[config.mk]
export PLATFORM = sky130hd
export DESIGN_NAME = uart_tx_arb
export DESIGN_NICKNAME = d
export VERILOG_FILES = /design/src/rtl/uart_tx_arb.sv
export SDC_FILE = /design/constraint.sdc
export NUM_CORES = 1
export LEC_CHECK = 0
export CAP_MARGIN = 20
export CORE_AREA = 2 2 40 42
export DETAILED_ROUTE_END_ITERATION = 8
export DIE_AREA = 0 0 42 44
export DONT_BUFFER_PORTS = 1
export HOLD_SLACK_MARGIN = 0.12
export PLACE_DENSITY = 0.76
export RECOVER_POWER = 100
export REMOVE_ABC_BUFFERS = 1
export SLEW_MARGIN = 15
export SYNTH_ARGS = -nofsm -noshare
export SYNTH_HDL_FRONTEND = slang
export SYNTH_SLANG_ARGS = --single-unit
export TNS_END_PERCENT = 30
[constraint.sdc]
create_clock -name clk -period 1.95 [get_ports clk]
set_input_delay 0.195 -clock clk [delete_from_list [all_inputs] [get_ports clk]]
set_output_delay 0.195 -clock clk [all_outputs]
set_load 0.02 [all_outputs]
[src/rtl/uart_tx_arb.sv]
// uart_tx_arb: round-robin arbiter sharing one uart_tx byte stream.
// Packet lock (grant held until EOP byte or timeout): UART_TX_ARB_PKT_LOCK_EN.

module uart_tx_arb #(
  parameter int            N   = 4,
  parameter int            DW  = 8,
  parameter logic [DW-1:0] EOP = 'h0a,
  parameter int            TO  = 1024
) (
  input  logic            clk,
  input  logic            rst_n,
  input  logic [N-1:0]    req_tvalid,
  input  logic [N*DW-1:0] req_tdata,
  output logic [N-1:0]    req_tready,
  output logic            str_tvalid,
  output logic [DW-1:0]   str_tdata,
  input  logic            str_tready,
  output logic [N-1:0]    grant,
  output logic            busy
);

  localparam int PW = (N > 1) ? $clog2(N) : 1;

  if (N < 1 || N > 16) begin : g_bad_n
    $error("uart_tx_arb: N must be 1..16");
  end
  if (TO < 1) begin : g_bad_to
    $error("uart_tx_arb: TO must be >= 1");
  end

  typedef enum logic {
    IDLE = 1'b0,
    BUSY = 1'b1
  } state_e;

  state_e        state_q, state_d;
  logic [PW-1:0] ptr_q, ptr_d;
  logic [PW-1:0] gidx_q, gidx_d;
  logic [N-1:0]  grant_q, grant_d;

  logic          any_req;
  logic          found;
  logic [PW-1:0] sel;
  logic          g_valid;
  logic [DW-1:0] g_data;
  logic          xfer;
  logic          rel_ev;

  // pick first requester after ptr, wrapping modulo N
  always_comb begin
    int idx;
    idx   = 0;
    found = 1'b0;
    sel   = '0;
    for (int k = 1; k <= N; k++) begin
      idx = (int'(ptr_q) + k) % N;
      if (!found && req_tvalid[idx[PW-1:0]]) begin
        found = 1'b1;
        sel   = idx[PW-1:0];
      end
    end
  end

  assign any_req = |req_tvalid;
  assign g_valid = req_tvalid[gidx_q];
  assign g_data  = req_tdata[int'(gidx_q)*DW +: DW];
  assign xfer    = (state_q == BUSY) && g_valid && str_tready;

`ifdef UART_TX_ARB_PKT_LOCK_EN
  localparam int CW = $clog2(TO + 1);

  logic [CW-1:0] cnt_q, cnt_d;
  logic          eop_hit;
  logic          tmo;

  assign eop_hit = xfer && (g_data == EOP);
  assign tmo     = !g_valid && (cnt_q == CW'(TO - 1));
  assign rel_ev  = (state_q == BUSY) && (eop_hit || tmo);

  // idle counter: consecutive BUSY cycles with granted port not valid
  always_comb begin
    cnt_d = '0;
    if (state_q == BUSY && !g_valid && !rel_ev) begin
      cnt_d = cnt_q + CW'(1);
    end
  end

  // idle counter register
  always_ff @(posedge clk or negedge rst_n) begin
    if (!rst_n) begin
      cnt_q <= '0;
    end else begin
      cnt_q <= cnt_d;
    end
  end
`else
  assign rel_ev = (state_q == BUSY) && (xfer || !g_valid);
`endif

  // state register
  always_ff @(posedge clk or negedge rst_n) begin
    if (!rst_n) begin
      state_q <= IDLE;
    end else begin
      state_q <= state_d;
    end
  end

  // grant, grant index and rotation pointer registers
  always_ff @(posedge clk or negedge rst_n) begin
    if (!rst_n) begin
      ptr_q   <= PW'(N - 1);
      gidx_q  <= '0;
      grant_q <= '0;
    end else begin
      ptr_q   <= ptr_d;
      gidx_q  <= gidx_d;
      grant_q <= grant_d;
    end
  end

  // next state: arbitrate in IDLE, hold grant in BUSY until release
  always_comb begin
    state_d = state_q;
    ptr_d   = ptr_q;
    gidx_d  = gidx_q;
    grant_d = grant_q;
    unique case (1'b1)
      (state_q == IDLE): begin
        if (any_req) begin
          state_d = BUSY;
          gidx_d  = sel;
          for (int i = 0; i < N; i++) begin
            grant_d[i] = (PW'(i) == sel);
          end
        end
      end
      (state_q == BUSY): begin
        if (rel_ev) begin
          state_d = IDLE;
          ptr_d   = gidx_q;
          grant_d = '0;
        end
      end
      default: begin
        state_d = IDLE;
      end
    endcase
  end

  // outputs: quiet in IDLE, pass-through of granted port in BUSY
  always_comb begin
    str_tvalid = 1'b0;
    str_tdata  = '0;
    req_tready = '0;
    busy       = 1'b0;
    grant      = grant_q;
    if (state_q == BUSY) begin
      busy       = 1'b1;
      str_tvalid = g_valid;
      str_tdata  = g_data;
      req_tready = grant_q & {N{str_tready}};
    end
  end

endmodule
==> results.json <==
{
  "syn_inst": 73,
  "critical_path_buf_inv_count": 0,
  "critPathLaunch": "gidx_q[0]$_DFFE_PN0P_",
  "worst_clock_skew_ns": 0.002991,
  "vias_in_the_first_global_route": 632,
  "ios": 57,
  "setup.worst_path.class": "reg -> out",
  "cp_slowest_stage_delay_ns": 0.56,
  "finalHoldWorstSlack_ns": 0.1674,
  "synthToLayoutAreaGrowth_pct": 4.637,
  "final_layout_size_suffix_gt1_share_pct": 31.17,
  "antenna_found_initial": 0,
  "rsz0062_at_grt": "false",
  "min_delay_path_depth": 2,
  "post_layout_nonfiller_instances": 93,
  "worst_r2r_path_depth": 5,
  "cts-root-buf": "sky130_fd_sc_hd__clkbuf_4",
  "critical-path-slowest-cell": "sky130_fd_sc_hd__dfrtp_2",
  "sequential_area_share_after_synthesis_pct": 28.13,
  "dpl.hpwl_um": 1437,
  "ff_to_ff_start": "gidx_q[0]$_DFFE_PN0P_",
  "worstSetupEndpointType": "output pin",
  "avgSynthCellArea_um2": 11.09,
  "critical_path.startpoint_type": "flip-flop",
  "max_slew_margin_pct": 71.31,
  "yosysTopAreaCell": "sky130_fd_sc_hd__mux4_2",
  "max-vdd-ir-drop_uv": 883.9,
  "post_synth_instance_area_um2": 809.5,
  "max_slew.worst_pin.slew_ns": 0.4304,
  "util_after_layout_pct": 59.70,
  "powerDensity_nw_per_um2": 1773,
  "clkTransAtPathRegs_ns": 0.07,
  "cp_data_arrival_time_ns": 1.61,
  "p_leak_nw": 0.3421,
  "postRouteWirelength_um": 1780,
  "iteration_0_drc_markers": 9,
  "ys_top_cells_by_area": "sky130_fd_sc_hd__mux4_2, sky130_fd_sc_hd__dfrtp_1, sky130_fd_sc_hd__dfstp_2",
  "global_route_wire_length_before_repair_um": 2884,
  "worst-r2r-setup-slack_ns": 0.32,
  "clock_insertion_delay_worst_skew_ns": 0.26,
  "fp-row-count": 14,
  "drv_slew": 0,
  "crit_fanout": 14,
  "worstHoldPathType": "in -> reg",
  "setup_viol": 0,
  "die_width_um": 42,
  "cts_num_sinks": 9,
  "globalRoute.totalOverflow": 0,
  "max-clock-path-buffers": 2,
  "globalRouteTotalUtil_pct": 20.77,
  "fp.dieArea_um2": 1848,
  "htree_levels": 1,
  "initial_utilization_pct": 57.05,
  "detailed_router_iteration_count_before_antenna_repair": 4,
  "drc": 0,
  "achievable-frequency_ghz": 0.5532,
  "finalSetupTns_ns": 0,
  "status": "finished, final reports clean",
  "critical_path_cell_count": 2,
  "tritoncts": "built",
  "cell_family_contributing_the_most_delay_on_the_critical_path": "flip-flops",
  "grt_start_max_net_pins": 15,
  "crit_chain": "mux4_2 > and2_1",
  "die_height_um": 44,
  "final.fill_count": 130,
  "placement.io_buffers": 0,
  "max_cap_violations": 0,
  "netlist.area_leader.share_pct": 22.26,
  "antenna_cells_inserted": 0,
  "ys_warnings": 0,
  "ant_nets": 0,
  "worst-endpoint-required_ns": 1.75,
  "gpl.final_weighted_congestion": 0.7974,
  "cts_made_buffers": 3,
  "dr_total_vias": 629,
  "detail_route.wl_per_cell_um": 19.14,
  "design.final.nets": 117,
  "worstHoldStart": "req_tvalid[2]",
  "final_min_period_over_clock_period_pct": 92.69,
  "finalCriticalPeriod_ns": 1.808,
  "dp_cells": 88,
  "final-hold-violation-count": 0,
  "synth.distinct_cells": 32,
  "core-area_um2": 1419,
  "synth.ff_latch_count": 9,
  "avgViaCountPerCell": 6.763
}
-- registers in the layout (all words and copies together), names as in the netlist --
signal / cells
gidx_q: 2
ptr_q: 2
grant: 4
state_q: 1
-- where the power goes --
part | internal, W | total [W] | switching [W]
registers | 0.000294 | 0.000507 | 0.000213
clock network | 0.0000758 | 0.000146 | 0.0000699
logic | 0.000389 | 0.000850 | 0.000461
total | 0.000759 | 0.00150 | 0.000744
-- final cells by class --
| class | count | area [µm²] | area share (%) |
|---|---|---|---|
| multi-input combinational | 59 | 541.8 | 63.96 |
| sequential | 9 | 229.0 | 27.03 |
| timing repair buffer | 4 | 25.02 | 2.954 |
| clock buffer | 3 | 22.52 | 2.659 |
| tap | 16 | 20.02 | 2.363 |
| clock inverter | 1 | 5.005 | 0.5908 |
| inverter | 1 | 3.754 | 0.4431 |
-- layer usage --
metal / vias to the layer above / global-route usage (%) / wire length (µm)
met5: - / 0 / 0
li1: 284 / - / -
met3: 2 / 7.083 / 220
met1: 292 / 22.58 / 605
met4: 0 / 10.97 / 14
met2: 51 / 35.94 / 940
-- worst paths after layout --
kind | end
setup / recovery | str_tdata[6]
hold / removal | state_q$_DFF_PN0_
setup reg to reg | grant[0]$_DFFE_PN0P_
hold reg to reg | ptr_q[1]$_DFFE_PN1P_
max in group asynchronous | ptr_q[1]$_DFFE_PN1P_
min in group asynchronous | grant[1]$_DFFE_PN0P_
-- cell usage in the layout (no fill, tap or decap) --
cell                            count
sky130_fd_sc_hd__and3_1             5
sky130_fd_sc_hd__dfrtp_1            6
sky130_fd_sc_hd__o22a_1             1
sky130_fd_sc_hd__dfstp_2            1
sky130_fd_sc_hd__clkbuf_1           2
sky130_fd_sc_hd__mux4_2             8
sky130_fd_sc_hd__nor2b_4            1
sky130_fd_sc_hd__a21o_2             1
sky130_fd_sc_hd__mux2_1             1
sky130_fd_sc_hd__and2_1             8
sky130_fd_sc_hd__nor2_2             1
sky130_fd_sc_hd__o21ai_0            2
sky130_fd_sc_hd__clkbuf_4           3
sky130_fd_sc_hd__or2_0              1
sky130_fd_sc_hd__nand2_4            1
sky130_fd_sc_hd__a31oi_1            1
sky130_fd_sc_hd__nand3b_1           1
sky130_fd_sc_hd__o21ai_1            1
sky130_fd_sc_hd__buf_4              1
sky130_fd_sc_hd__o21a_1             2
sky130_fd_sc_hd__a21boi_0           1
sky130_fd_sc_hd__nand2b_2           1
sky130_fd_sc_hd__nor2_1             1
sky130_fd_sc_hd__or4_4              1
sky130_fd_sc_hd__clkinv_2           1
sky130_fd_sc_hd__dfrtp_2            1
sky130_fd_sc_hd__o22ai_1            2
sky130_fd_sc_hd__nand2_1            6
sky130_fd_sc_hd__o22ai_2            2
sky130_fd_sc_hd__dfstp_1            1
sky130_fd_sc_hd__inv_1              1
sky130_fd_sc_hd__dlygate4sd3_1      1
sky130_fd_sc_hd__o221ai_1           1
sky130_fd_sc_hd__a21oi_2            1
sky130_fd_sc_hd__mux2i_1            3
sky130_fd_sc_hd__nand2b_1           5
-- cell usage after synthesis, drive strengths merged --
cell,n
o22a,1
o21ai,3
inv,1
nand2b,6
or2,1
o221ai,1
nor2,2
nand3b,1
or4,1
dfrtp,7
a21o,1
nand2,7
a21boi,1
a31oi,1
o21a,2
clkbuf,1
buf,3
mux4,8
a21oi,1
and3,5
mux2,1
dfstp,2
o22ai,4
mux2i,3
and2,8
nor2b,1
-- through the flow --
step / cell area [µm²] / worst slack [ns] / total power [W]
final: 847.1 / 0.1425 / 0.001502
after global routing: 847.1 / 0.03462 / 0.001627
after CTS: 860.8 / 0.1114 / 0.001561
after detailed placement: 822.0 / 0.1966 / 0.001400
after global placement: 822.0 / 0.2367 / 0.001379
after floorplan: 779.5 / 0.3240 / 0.001227
-- logic make-up after synthesis --
logic type | Yosys count | share of synthesized area [%]
buf+inv | 5 | 4.172
mux | 12 | 27.36
flops | 9 | 28.13
compound gates | 15 | 15.15
simple gates | 32 | 25.19
-- repair_timing --
action                     in CTS  in global routing
setup endpoints to repair       8                  0
hold endpoints to repair        9                  0
buffers inserted                0                  0
hold buffers                    1                  0
resized for setup               1                  0
Power figures use the tool's default switching activity.
